--- config.mk ---
export PLATFORM = sky130hd
export DESIGN_NAME = stream_crossbar_arbiter
export DESIGN_NICKNAME = d
export VERILOG_FILES = /design/src/rtl/stream_crossbar_arbiter_pkg.sv /design/src/rtl/stream_crossbar_arbiter_rr_arbiter.sv /design/src/rtl/stream_crossbar_arbiter.sv
export SDC_FILE = /design/constraint.sdc
export NUM_CORES = 1
export LEC_CHECK = 0
export CORE_UTILIZATION = 55
export DETAILED_ROUTE_END_ITERATION = 12
export DONT_BUFFER_PORTS = 1
export GPL_TIMING_DRIVEN = 1
export PLACE_DENSITY = 0.67
export SYNTH_ARGS = -nofsm -noshare
export SYNTH_HDL_FRONTEND = slang
export SYNTH_SLANG_ARGS = --single-unit
--- constraint.sdc ---
create_clock -name clock -period 2.02 [get_ports clock]
set_input_delay 0.606 -clock clock [delete_from_list [all_inputs] [get_ports clock]]
set_output_delay 0.606 -clock clock [all_outputs]
set_load 0.05 [all_outputs]
--- src/rtl/stream_crossbar_arbiter_pkg.sv ---
// Shared definitions for the streaming crossbar.
//   clog2_min1 : index width for a count, never narrower than one bit
//   slice_lo   : low bit of element idx inside a packed vector of w-bit elements
package stream_crossbar_arbiter_pkg;

  function automatic int clog2_min1(input int n);
    int r;
    r = 0;
    for (int k = 0; k < 31; k++) begin
      if ((1 << k) < n) r = k + 1;
    end
    return (r < 1) ? 1 : r;
  endfunction

  function automatic int slice_lo(input int idx, input int w);
    return idx * w;
  endfunction

endpackage

--- src/rtl/stream_crossbar_arbiter_rr_arbiter.sv ---
// Round-robin arbiter over N requesters with an internal rotating pointer.
// Ports:
//   clock, reset   : clock and asynchronous active-high reset (pointer -> 0)
//   i_req[N]       : request vector
//   i_advance      : a grant was accepted this cycle
//   i_gnt_idx      : index of the accepted requester; pointer moves past it
//   o_grant[N]     : one-hot grant (first requester at or after the pointer)
//   o_idx          : binary index of o_grant
//   o_any          : at least one requester present
module stream_crossbar_arbiter_rr_arbiter
  import stream_crossbar_arbiter_pkg::*;
#(
  parameter int N = 2,
  localparam int IW = clog2_min1(N)
) (
  input  logic          clock,
  input  logic          reset,
  input  logic [N-1:0]  i_req,
  input  logic          i_advance,
  input  logic [IW-1:0] i_gnt_idx,
  output logic [N-1:0]  o_grant,
  output logic [IW-1:0] o_idx,
  output logic          o_any
);

  logic [IW-1:0] r_ptr;

  // Scan upward from the pointer, wrapping modulo N; first hit wins.
  always_comb begin : scan
    int p;
    p       = 0;
    o_grant = '0;
    o_idx   = '0;
    o_any   = 1'b0;
    for (int k = 0; k < N; k++) begin
      p = int'(r_ptr) + k;
      if (p >= N) p = p - N;
      if (!o_any && i_req[p]) begin
        o_any      = 1'b1;
        o_grant[p] = 1'b1;
        o_idx      = IW'(p);
      end
    end
  end

  always_ff @(posedge clock or posedge reset) begin
    if (reset) begin
      r_ptr <= '0;
    end else if (i_advance) begin
      if (int'(i_gnt_idx) >= N - 1) r_ptr <= '0;
      else                          r_ptr <= i_gnt_idx + 1'b1;
    end
  end

endmodule

--- src/rtl/stream_crossbar_arbiter.sv ---
// Registered N_IN x N_OUT streaming crossbar with per-output round-robin
// arbitration and a one-entry output register per output.
// Ports:
//   clock, reset  : clock, asynchronous active-high reset
//   io_in_valid   : per-input valid             io_in_ready : per-input accept (combinational)
//   io_in_data    : packed input words           io_in_dest  : packed destination indices
//   io_out_valid  : output register occupied     io_out_ready: consumer accept per output
//   io_out_data   : packed held words            io_out_src  : packed source index of held word
//   io_drop       : one-cycle pulse after a word with out-of-range destination is discarded
module stream_crossbar_arbiter
  import stream_crossbar_arbiter_pkg::*;
#(
  parameter int N_IN   = 2,
  parameter int N_OUT  = 2,
  parameter int WIDTH  = 8,
  parameter int DEST_W = clog2_min1(N_OUT),
  parameter int SRC_W  = clog2_min1(N_IN)
) (
  input  logic                    clock,
  input  logic                    reset,
  input  logic [N_IN-1:0]         io_in_valid,
  output logic [N_IN-1:0]         io_in_ready,
  input  logic [N_IN*WIDTH-1:0]   io_in_data,
  input  logic [N_IN*DEST_W-1:0]  io_in_dest,
  output logic [N_OUT-1:0]        io_out_valid,
  input  logic [N_OUT-1:0]        io_out_ready,
  output logic [N_OUT*WIDTH-1:0]  io_out_data,
  output logic [N_OUT*SRC_W-1:0]  io_out_src,
  output logic                    io_drop
);

  logic [DEST_W-1:0] w_dest     [N_IN];
  logic [N_IN-1:0]   w_in_range;
  logic [N_IN-1:0]   w_req      [N_OUT];
  logic [N_IN-1:0]   w_gnt      [N_OUT];
  logic [SRC_W-1:0]  w_gidx     [N_OUT];
  logic [N_OUT-1:0]  w_any;
  logic [N_OUT-1:0]  w_space;
  logic [N_OUT-1:0]  w_acc;
  logic [WIDTH-1:0]  w_sel_data [N_OUT];
  logic [N_IN-1:0]   w_in_ready;
  logic              w_drop_any;

  logic [N_OUT-1:0]  r_out_valid;
  logic [WIDTH-1:0]  r_out_data [N_OUT];
  logic [SRC_W-1:0]  r_out_src  [N_OUT];
  logic              r_drop;

  genvar gi, gj;

  // Destination decode per input.
  generate
    for (gi = 0; gi < N_IN; gi++) begin : g_in
      assign w_dest[gi]     = io_in_dest[slice_lo(gi, DEST_W) +: DEST_W];
      assign w_in_range[gi] = int'(w_dest[gi]) < N_OUT;
    end
  endgenerate

  generate
    for (gj = 0; gj < N_OUT; gj++) begin : g_out
      for (gi = 0; gi < N_IN; gi++) begin : g_req
        assign w_req[gj][gi] = io_in_valid[gi] && (w_dest[gi] == DEST_W'(gj));
      end

      // Space includes the pass-through case so a draining output refills in the same cycle.
      assign w_space[gj] = !r_out_valid[gj] || io_out_ready[gj];
      assign w_acc[gj]   = w_any[gj] && w_space[gj];

      stream_crossbar_arbiter_rr_arbiter #(.N(N_IN)) u_arb (
        .clock     (clock),
        .reset     (reset),
        .i_req     (w_req[gj]),
        .i_advance (w_acc[gj]),
        .i_gnt_idx (w_gidx[gj]),
        .o_grant   (w_gnt[gj]),
        .o_idx     (w_gidx[gj]),
        .o_any     (w_any[gj])
      );

      assign w_sel_data[gj] = io_in_data[slice_lo(int'(w_gidx[gj]), WIDTH) +: WIDTH];

      always_ff @(posedge clock or posedge reset) begin
        if (reset) begin
          r_out_valid[gj] <= 1'b0;
          r_out_data[gj]  <= '0;
          r_out_src[gj]   <= '0;
        end else if (w_acc[gj]) begin
          r_out_valid[gj] <= 1'b1;
          r_out_data[gj]  <= w_sel_data[gj];
          r_out_src[gj]   <= w_gidx[gj];
        end else if (io_out_ready[gj]) begin
          // Drain without refill: data/src keep their last values.
          r_out_valid[gj] <= 1'b0;
        end
      end

      assign io_out_data[slice_lo(gj, WIDTH) +: WIDTH] = r_out_data[gj];
      assign io_out_src[slice_lo(gj, SRC_W) +: SRC_W]  = r_out_src[gj];
    end
  endgenerate

  // Ready comes from the grant of the input's own destination; out-of-range
  // destinations are always accepted (and discarded). Nothing is accepted in reset.
  always_comb begin
    w_in_ready = '0;
    for (int i = 0; i < N_IN; i++) begin
      if (!w_in_range[i]) begin
        w_in_ready[i] = 1'b1;
      end else begin
        for (int j = 0; j < N_OUT; j++) begin
          if (int'(w_dest[i]) == j) w_in_ready[i] = w_gnt[j][i] && w_space[j];
        end
      end
    end
    if (reset) w_in_ready = '0;
  end

  assign w_drop_any = (|(io_in_valid & ~w_in_range)) && !reset;

  always_ff @(posedge clock or posedge reset) begin
    if (reset) r_drop <= 1'b0;
    else       r_drop <= w_drop_any;
  end

  assign io_in_ready  = w_in_ready;
  assign io_out_valid = r_out_valid;
  assign io_drop      = r_drop;

endmodule
# Yosys cells after proc, flatten, opt, wreduce, memory -nomap -nowiden
# Index checks and enable logic that the tools add are counted.
# word_totals
rom_bits	0
mem_count	0
latch_bits	0
reg_bits	22
word_cells	105
out_inout_bits	23
ram_bits	0
input_bits	24
# op_classes
shifts	2
n_bitwise	4
add_sub_neg	8
mux	45
reduce_logical	24
div_mod_pow	0
order_cmp	14
eq_ne	0
n_mul	0
# ops
op	count
$ge 32x1->1 const B	4
$lt 32x3->1 const B	4
$mux 32	4
$ge 32x3->1 const B	2
$sub 32x3->32 const B	2
$mux 1	32
$shiftx 16x5->8	2
$logic_and 1x1->1	16
$mux 2	5
$sub 1x2->3 const B	2
$add 1x1->2 const B	2
$demux 1 s1	4
$ge 1x2->1 const B	2
$logic_not 1->1	4
$or 2x2->2	2
$reduce_bool 2->1	2
$add 1x1->1 const B	2
$ge 1x1->1 const B	2
$logic_or 1x1->1	2
$not 1->1	2

# Longest topological paths before layout
# Gate-level depths: netlist of run 1.
# depth
depth_word	12
mapped_depth	4
ltp_nobuf	3

# Modules after synthesis
# Synthesis of run 1 repeated with hierarchy kept, for this count alone.
# hier_totals
hier_cells	115
hier_area_um2	1196.1
# modules_own_cells
mod	area_each_um2	seq_area_each_um2	n_inst	cells_per_inst
stream_crossbar_arbiter	1048.5	500.5	1	97
stream_crossbar_arbiter_rr_arbiter	73.8	25.0	2	9

# Least setup slack after synthesis of run 1
# OpenSTA, ideal clock, no wires.
# synth_timing
kind	input to output
from	input port reset
to	output port io_in_ready[0]
path_stages	3
slack_ps	-977
required_time_ps	1414
arrival_time_ps	2391
path_buffers	0
cell_sequence	inv_1 > nand2_1 > nor3b_1
# synth_via
elab_chain_len	1
# synth_rtl
element	line	rtl
from (decl)	stream_crossbar_arbiter.sv:20	input logic reset,
$mux 2	stream_crossbar_arbiter.sv:115	if (reset) w_in_ready = '0;
to (decl)	stream_crossbar_arbiter.sv:22	output logic [N_IN-1:0] io_in_ready,
# No other way between the ends.

# Final worst setup path of run 1
# layout_timing
from	register g_out[0].u_arb.r_ptr
to	output port io_in_ready[1]
# layout_via
elab_chain_len	12
word_cells_on_any_way	32
classes_between	add/sub (3); order compare (6); mux (17); bitwise (1); reduce/logical (5)
# layout_rtl
element	line	rtl
from (decl)	stream_crossbar_arbiter_rr_arbiter.sv:26	logic [IW-1:0] r_ptr;
from (signal assigned)	stream_crossbar_arbiter_rr_arbiter.sv:51	else r_ptr <= i_gnt_idx + 1'b1;
$add 1x1->2 (tied with other cells)	stream_crossbar_arbiter_rr_arbiter.sv:36	p = int'(r_ptr) + k;
$sub 32x3->32 (tied with other cells)	stream_crossbar_arbiter_rr_arbiter.sv:37	if (p >= N) p = p - N;
$mux 32 (tied with other cells)	stream_crossbar_arbiter_rr_arbiter.sv:37	
$ge 32x1->1 (implied by the code) (tied with other cells)	stream_crossbar_arbiter_rr_arbiter.sv:40	o_grant[p] = 1'b1;
$logic_and 1x1->1 (implied by the code) (tied with other cells)	stream_crossbar_arbiter_rr_arbiter.sv:40	
$mux 1 (implied by the code) (tied with other cells)	stream_crossbar_arbiter_rr_arbiter.sv:40	
$demux 1 s1 (tied with other cells)	n/a	
$or 2x2->2 (no source line) / $logic_and 1x1->1 (equally long branches)	n/a	
$mux 2 *	stream_crossbar_arbiter_rr_arbiter.sv:38	if (!o_any && i_req[p]) begin
$logic_and 1x1->1 *	stream_crossbar_arbiter.sv:111	if (int'(w_dest[i]) == j) w_in_ready[i] = w_gnt[j][i] && w_space[j];
$mux 1 *	stream_crossbar_arbiter.sv:111	
$mux 2 *	stream_crossbar_arbiter.sv:115	
# Mark *: on every way between the ends. The rest lies on a longest branch, timed or not. The select of a mux whose other input is x is not followed.

==> results of run 1 <==
[cell usage after synthesis, types with 3 or more instances]
library cell / instances / share of area
dfrtp_1: 22 / 0.49
nand2_1: 3 / 0.010
a221o_1: 8 / 0.072
nor4_1: 6 / 0.034
o221ai_1: 8 / 0.063
nand4_1: 8 / 0.045
inv_1: 19 / 0.064
o21ai_0: 3 / 0.013
nand2b_1: 3 / 0.017
buf_2: 3 / 0.013
[registers in the layout (all words and copies together) (netlist names)]
| name | cells |
|---|---|
| io_out_valid | 2 |
| g_out.u_arb.r_ptr | 2 |
| io_out_src | 2 |
| io_out_data | 16 |
[worst max path at each step]
| stage | start | end |
|---|---|---|
| 4_1_cts | g_out[0].u_arb.r_ptr$_DFFE_PP0P_ | io_in_ready[1] |
| 3_3_place_gp | io_in_dest[0] | io_in_ready[1] |
| 6_report | g_out[0].u_arb.r_ptr$_DFFE_PP0P_ | io_in_ready[1] |
| 2_1_floorplan | io_in_valid[1] | io_in_ready[0] |
| 3_5_place_dp | io_in_dest[0] | io_in_ready[1] |
| 5_1_grt | g_out[0].u_arb.r_ptr$_DFFE_PP0P_ | io_in_ready[1] |
[area by class of cell]
type,instances,area share
timing repair buffer,14,0.0977
inverter,19,0.0563
clock buffer,4,0.0272
tap,25,0.0235
sequential,22,0.414
multi-input combinational,62,0.381
[cells by family after synthesis]
kind of cell / Yosys count / synth area share
and+or+nand+nor: 32 / 0.179
AOI/OAI and AO/OA: 29 / 0.219
buffers and inverters: 27 / 0.104
DFF: 22 / 0.494
other: 1 / 0.00337
[metal layers]
layer,GRT usage,part of all wire
met5,0,0
met4,0.0514,0.0043
met3,0.0538,0.067
met2,0.503,0.52
met1,0.372,0.41
[repair_timing]
item / 4_1_cts / 5_1_grt
setup endpoints to repair: 2 / 2
buffers inserted: 2 / 0
gates resized for setup: 7 / 0
hold buffers: 0 / 0
pin swaps: 3 / 2
[report_power, final]
part	switching (mW)	internal, mW
registers	0.304	0.515
clock network	0.131	0.110
logic	0.145	0.122
total	0.580	0.746
[through the flow]
step           utilization  hold WS, ns
2_1_floorplan            -        0.475
3_3_place_gp         0.692        0.519
3_5_place_dp         0.692        0.514
4_1_cts              0.740        0.243
5_1_grt              0.740        0.255
6_report             0.740        0.242
==> results_dict.tcl, run 1 <==
set metrics [dict create \
    violations "negative setup slack" \
    tritoncts "done" \
    routedWlPerCell_um 19.2 \
    skew_ns 0.00106 \
    finalNonFillerCells 146 \
    status "finished, violations left" \
    worstRegToRegCells 4 \
    layout_commonest_cell "dfrtp_1" \
    place_area_um2 1250 \
    most-common-layout-cells "dfrtp_1 (21), inv_1 (18), buf_4 (12)" \
    slew-limit-headroom 0.658 \
    rsz0062_at_grt "true" \
    syn_to_final_growth_pct 19.7 \
    antenna_found_initial 0 \
    crit_slowest_cell "dfrtp_1" \
    cp.arrival_ns 1.42 \
    clk_path_buf_depth 2 \
    cp.required_ns 1.41 \
    grt_max_degree 23 \
    regToRegStartpoint "g_out[1].u_arb.r_ptr$_DFFE_PP0P_" \
    die_area_um2 2210 \
    num_vias 937 \
    vias_per_cell 6.42 \
    seqCellArea_um2 552 \
    overflow 0 \
    drv_cap 0 \
    clkSinkCount 22 \
    cp_top_family "simple AND/OR/NAND/NOR gates" \
    fill_cells 144 \
    cp_max_fo 3 \
    htree_levels 1 \
    core_um2 1800 \
    yosysUniqueCellTypes 33 \
    power.density_nw_per_um2 995 \
    clk_pin_slew_ns 0.12 \
    rows 15 \
    multi_input_area_um2 508 \
    synth.avg_cell_area_um2 10.0 \
    dp_slack_ns 0.0214 \
    fin_crit_sh 1.00 \
    drv_slew 0 \
    ios 47 \
    synthesis.nets 135 \
    drcViolationCount 0 \
    grt_use_total 0.286 \
    fp.dieW_um 47.0 \
    tightest_slew_ns 0.513 \
    stdcell_area_um2 1330 \
    ir_worst_vdd_mv 0.565 \
    first_global_vias 907 \
    max_freq_mhz 494 \
    synth_area_um2 1110 \
    min_path_type "input pin to asynchronous set/reset pin" \
    dieHeight_um 47.0 \
    gp_congestion 0.835 \
    cts_buffers 3 \
    syn_inst 111 \
    dp_cells 140 \
    critical_path.startpoint_type "flop" \
    async_flop_share 1.00 \
    nets 146 \
    ys_seq_elements 22 \
    crit_cells 4 \
    fin_crit_ns 2.02 \
    clock_latency_ns 0.30 \
    drt-total-wl_mm 2.80 \
    finalHoldViolations 0 \
    ys_seq_area_frac 0.494 \
    synth-edff-count 0 \
    finalPower_mw 1.33 \
    yosysWarnings 0 \
    critPathCaptureType "output port" \
    dpl.hpwl_mm 1.94 \
    drt_first_iter_violations 29 \
    diodes 0 \
    start_util 0.618 \
    drive_above_1_share 0.264 \
    critPathMaxStageDelay_ns 0.42 \
    portBuffers 0 \
    finalWorstSetupSlack_ns -0.00309 \
    crit_buf_inv 1 \
    antenna_left 0 \
    grt_pass1_wl_mm 4.36 \
    regToRegEndpoint "io_out_data[13]$_DFFE_PP0P_" \
    leakage_nw 0.606 \
    r2r_slack_ns 0.44 \
    tns_ns -0.00309 \
    crit_chain "or3b_4 -> nand3_4 -> a21oi_4 -> buf_12" \
    cts-root-buf "clkbuf_4" \
    synthFlopType "dfrtp_1" \
    dr.pass1.iters 5 \
    setup_violations 1 \
    critPathKind "flop to output port" \
]
No activity file was read; power rests on OpenSTA's default activity.
==> run 2: changes to the inputs <==
--- a/config.mk
+++ b/config.mk
@@ -6,9 +6,9 @@
 export NUM_CORES = 1
 export LEC_CHECK = 0
 export CORE_UTILIZATION = 55
+export CTS_BUF_LIST = sky130_fd_sc_hd__clkbuf_2 sky130_fd_sc_hd__clkbuf_4 sky130_fd_sc_hd__clkbuf_8
 export DETAILED_ROUTE_END_ITERATION = 12
 export DONT_BUFFER_PORTS = 1
-export GPL_TIMING_DRIVEN = 1
 export PLACE_DENSITY = 0.67
 export SYNTH_ARGS = -nofsm -noshare
 export SYNTH_HDL_FRONTEND = slang
==> constraint.sdc (replaced) <==
create_clock -name clock -period 2.17 [get_ports clock]
set_input_delay 0.651 -clock clock [delete_from_list [all_inputs] [get_ports clock]]
set_output_delay 0.651 -clock clock [all_outputs]
set_load 0.05 [all_outputs]
==> results_dict.tcl, run 2 (synthesized netlist as in run 1, its figures left out) <==
set metrics [dict create \
    overflow 0 \
    finalPower_mw 1.32 \
    stdcell_area_um2 1330 \
    critPathCaptureType "output port" \
    start_util 0.618 \
    diodes 0 \
    min_path_type "input pin to asynchronous set/reset pin" \
    drt-total-wl_mm 2.75 \
    antenna_left 0 \
    setup_violations 0 \
    drive_above_1_share 0.242 \
    finalNonFillerCells 145 \
    gp_congestion 0.850 \
    fin_crit_ns 2.13 \
    leakage_nw 0.598 \
    dpl.hpwl_mm 1.87 \
    dr.pass1.iters 4 \
    dp_slack_ns 0.0342 \
    tns_ns 0 \
    drv_cap 0 \
    drv_slew 0 \
    skew_ns 0.00552 \
    cp.arrival_ns 1.47 \
    power.density_nw_per_um2 995 \
    syn_to_final_growth_pct 19.0 \
    cp.required_ns 1.52 \
    nets 145 \
    fp.dieW_um 47.0 \
    rows 15 \
    finalWorstSetupSlack_ns 0.0443 \
    grt_use_total 0.273 \
    cp_max_fo 2 \
    portBuffers 0 \
    clock_latency_ns 0.31 \
    first_global_vias 926 \
    clk_path_buf_depth 2 \
    drcViolationCount 0 \
    cts_buffers 3 \
    ir_worst_vdd_mv 0.573 \
    status "completed" \
    num_vias 948 \
    clkSinkCount 22 \
    cts-root-buf "clkbuf_4" \
    max_freq_mhz 470 \
    antenna_found_initial 0 \
    vias_per_cell 6.54 \
    finalHoldViolations 0 \
    most-common-layout-cells "dfrtp_1 (22), inv_1 (18), buf_4 (10)" \
    htree_levels 1 \
    ios 47 \
    drt_first_iter_violations 18 \
    routedWlPerCell_um 19.0 \
    clk_pin_slew_ns 0.13 \
    rsz0062_at_grt "true" \
    critical_path.startpoint_type "flop" \
    place_area_um2 1230 \
    largest_reg_flops 16 \
    fin_crit_sh 0.980 \
    fin_util 0.735 \
    dp_cells 139 \
    grt_pass1_wl_mm 4.22 \
    hold_ws_ns 0.255 \
    grt_max_degree 23 \
    die_area_um2 2210 \
    critPathKind "flop to output port" \
    dieHeight_um 47.0 \
    core_um2 1800 \
    layout_commonest_cell "dfrtp_1" \
    tritoncts "done" \
]
## run 2: final cells by class
type / count / area [um2]
inverter: 19 / 75.1
tap: 25 / 31.3
fill: 140 / 477
clock inverter: 1 / 30.0
multi-input combinational: 62 / 489
clock buffer: 3 / 22.5
sequential: 22 / 551
timing repair buffer: 13 / 126
## run 2: worst max-delay path, cell delays in order (launching register included)
cell	delay (ns)
dfrtp_1	0.43
or3b_4	0.41
nand3_2	0.11
a21oi_4	0.06
buf_12	0.15
## run 2: where the power goes
group	switching, mW	internal (mW)	leakage [nW]
clock	0.129	0.187	0.0279
sequential	0.282	0.479	0.269
combinational	0.130	0.110	0.301
total	0.542	0.776	0.598
## run 2: routing by layer
layer	GRT usage	wire length, um	vias to the layer above
met5	0	0	-
met3	0.0654	224	6
li1	-	-	432
met1	0.368	1170	459
met2	0.436	1320	51
met4	0.0857	41	0
## run 2: final timing paths
path	start	to	slack, ns	cells past startpoint
min in group clock	io_in_data[0]	io_out_data[8]$_DFFE_PP0P_	0.47	1
max in group asynchronous	reset	io_out_data[11]$_DFFE_PP0P_	1.69	2
worst min-delay path	reset	io_out_data[5]$_DFFE_PP0P_	0.25	2
worst max-delay path	g_out[0].u_arb.r_ptr$_DFFE_PP0P_	io_in_ready[1]	0.04	4
worst max register to register	io_out_valid[0]$_DFFE_PP0P_	io_out_data[3]$_DFFE_PP0P_	0.68	4
worst min register to register	g_out[1].u_arb.r_ptr$_DFFE_PP0P_	g_out[1].u_arb.r_ptr$_DFFE_PP0P_	0.57	1
## run 2: what timing repair did
action / 4_1_cts / 5_1_grt
resized for setup: 2 / 4
pin swaps: 0 / 3
endpoints found under the setup margin: 1 / 1
cloned: 0 / 0
buffers inserted: 1 / 1
hold buffers: 0 / 0
==> run 3: changes to the inputs <==
--- a/config.mk
+++ b/config.mk
@@ -5,6 +5,8 @@
 export SDC_FILE = /design/constraint.sdc
 export NUM_CORES = 1
 export LEC_CHECK = 0
+export ABC_CLOCK_PERIOD_IN_PS = 2170
+export CORE_ASPECT_RATIO = 0.9
 export CORE_UTILIZATION = 55
 export CTS_BUF_LIST = sky130_fd_sc_hd__clkbuf_2 sky130_fd_sc_hd__clkbuf_4 sky130_fd_sc_hd__clkbuf_8
 export DETAILED_ROUTE_END_ITERATION = 12
==> results_dict.tcl, run 3 (synthesized netlist as in run 1, its figures left out) <==
set metrics [dict create \
    fill_cells 147 \
    dp_cells 139 \
    clkSinkCount 22 \
    fin_crit_ns 2.10 \
    met3_length_um 191 \
    tritoncts "done" \
    nets 143 \
    cp_max_fo 3 \
    clk_path_buf_depth 2 \
    syn_to_final_growth_pct 15.6 \
    cp.arrival_ns 1.44 \
    vias_per_cell 6.27 \
    rsz0062_at_grt "false" \
    finalHoldViolations 0 \
    drt-total-wl_mm 2.62 \
    power_frac_seq 0.629 \
    ios 47 \
    setup_violations 0 \
    drv_cap 0 \
    wl_met2_mm 1.23 \
    num_vias 896 \
    fin_crit_sh 0.966 \
    start_util 0.582 \
    cp.required_ns 1.52 \
    dr.pass1.iters 4 \
    routedWlPerCell_um 18.3 \
    diodes 0 \
    cp_top_family "simple AND/OR/NAND/NOR gates" \
    antenna_left 0 \
    die_area_um2 2210 \
    clk_pin_slew_ns 0.11 \
    ir_worst_vdd_mv 0.543 \
    gp_congestion 0.895 \
    met1_length_mm 1.18 \
    clock_latency_ns 0.31 \
    critPathCaptureType "output port" \
    leakage_nw 0.581 \
    max_freq_mhz 477 \
    drv_slew 0 \
    overflow 0 \
    crit_buf_inv 1 \
    rows 15 \
    dieHeight_um 44.7 \
    drive_above_1_share 0.212 \
    cts_hold_buf 0 \
    htree_levels 1 \
    largest_reg_flops 16 \
    highest_layer "met4" \
    drcViolationCount 0 \
    antenna_found_initial 0 \
    status "completed" \
    min_path_type "input pin to asynchronous set/reset pin" \
    dpl.hpwl_mm 1.89 \
    fp.dieW_um 49.4 \
    critical_path.startpoint_type "flop" \
    cts_buffers 3 \
    grt_pass1_wl_mm 4.24 \
    crit_chain "or3b_4 -> nand3_4 -> a21oi_4 -> buf_12" \
    critPathMaxStageDelay_ns 0.42 \
    switching_share 0.437 \
    skew_ns 0.00159 \
    critPathKind "flop to output port" \
    drt_first_iter_violations 15 \
    switchingPower_uw 528 \
    layout_commonest_cell "dfrtp_1" \
    crit_slowest_cell "dfrtp_1" \
    pwr-share-clk 0.183 \
    combPwrFrac 0.188 \
    power.density_nw_per_um2 939 \
    grt_use_total 0.263 \
    p_int_uw 681 \
    first_global_vias 891 \
    grt_max_degree 23 \
    finalPower_mw 1.21 \
    cts-root-buf "clkbuf_4" \
    core_um2 1910 \
    most-common-layout-cells "dfrtp_1 (22), inv_1 (18), buf_4 (9)" \
    finalNonFillerCells 143 \
    portBuffers 0 \
]
[run 3: cell types whose count changed in the layout (fill, tap and decap cells not counted), sizes merged]
| cell | previous run | this run |
|---|---|---|
| buf | 13 | 11 |
| bufinv | 1 | 0 |
| clkbuf | 3 | 4 |
[run 3: per-layer routing]
metal / track usage / up-vias
li1: - / 425
met1: 0.354 / 434
met2: 0.422 / 33
met3: 0.0825 / 4
met4: 0.0571 / 0
met5: 0 / -
[run 3: power by group through the flow]
stage / clock network, mW / logic [mW] / registers, mW
detailed placement: 0 / 0.221 / 0.770
finish: 0.221 / 0.228 / 0.760
global route: 0.246 / 0.248 / 0.769
global placement: 0 / 0.218 / 0.767
CTS: 0.228 / 0.226 / 0.761
floorplan: 0 / 0.157 / 0.769
[run 3: worst paths after layout]
check,startpoint,to,slack (ns),cells after the start
worst max-delay path,g_out[0].u_arb.r_ptr$_DFFE_PP0P_,io_in_ready[1],0.07,4
worst min register to register,g_out[1].u_arb.r_ptr$_DFFE_PP0P_,g_out[1].u_arb.r_ptr$_DFFE_PP0P_,0.55,1
min in group clock,io_in_data[9],io_out_data[9]$_DFFE_PP0P_,0.48,1
max in group asynchronous,reset,io_out_data[10]$_DFFE_PP0P_,1.69,2
worst min-delay path,reset,io_out_data[6]$_DFFE_PP0P_,0.26,2
worst max register to register,io_out_valid[0]$_DFFE_PP0P_,io_out_data[5]$_DFFE_PP0P_,0.67,4
[run 3: per-stage QoR]
| stage | utilization | area, um2 | setup slack [ns] | setup TNS, ns | hold WS (ns) |
|---|---|---|---|---|---|
| finish | 0.673 | 1290 | 0.0744 | 0 | 0.264 |
| global route | 0.673 | 1290 | 0.00438 | 0 | 0.266 |
| CTS | 0.667 | 1280 | 0.0432 | 0 | 0.260 |
| detailed placement | 0.644 | 1230 | 0.0329 | 0 | 0.516 |
| global placement | 0.644 | 1230 | 0.0405 | 0 | 0.514 |
| floorplan | - | 1140 | -0.0528 | -0.0528 | 0.487 |
[run 3: worst register-to-register path: stages (launching register included)]
cell and delay, ns:
dfrtp_1 0.40, nand2b_2 0.17, buf_4 0.20, o21a_1 0.38, o221ai_1 0.21
[run 3: area by class of cell]
type                       count  area (um2)  area share
sequential                    22         551       0.428
multi-input combinational     62         487       0.378
timing repair buffer          11         108      0.0836
inverter                      19        75.1      0.0583
clock buffer                   4        36.3      0.0282
tap                           25        31.3      0.0243
[run 3: what timing repair did]
| action | CTS | global route |
|---|---|---|
| pin swaps | 0 | 1 |
| buffers inserted | 0 | 0 |
| resized for setup | 2 | 2 |
| endpoints found under the setup margin | 1 | 2 |
| hold endpoints to repair | 0 | 0 |
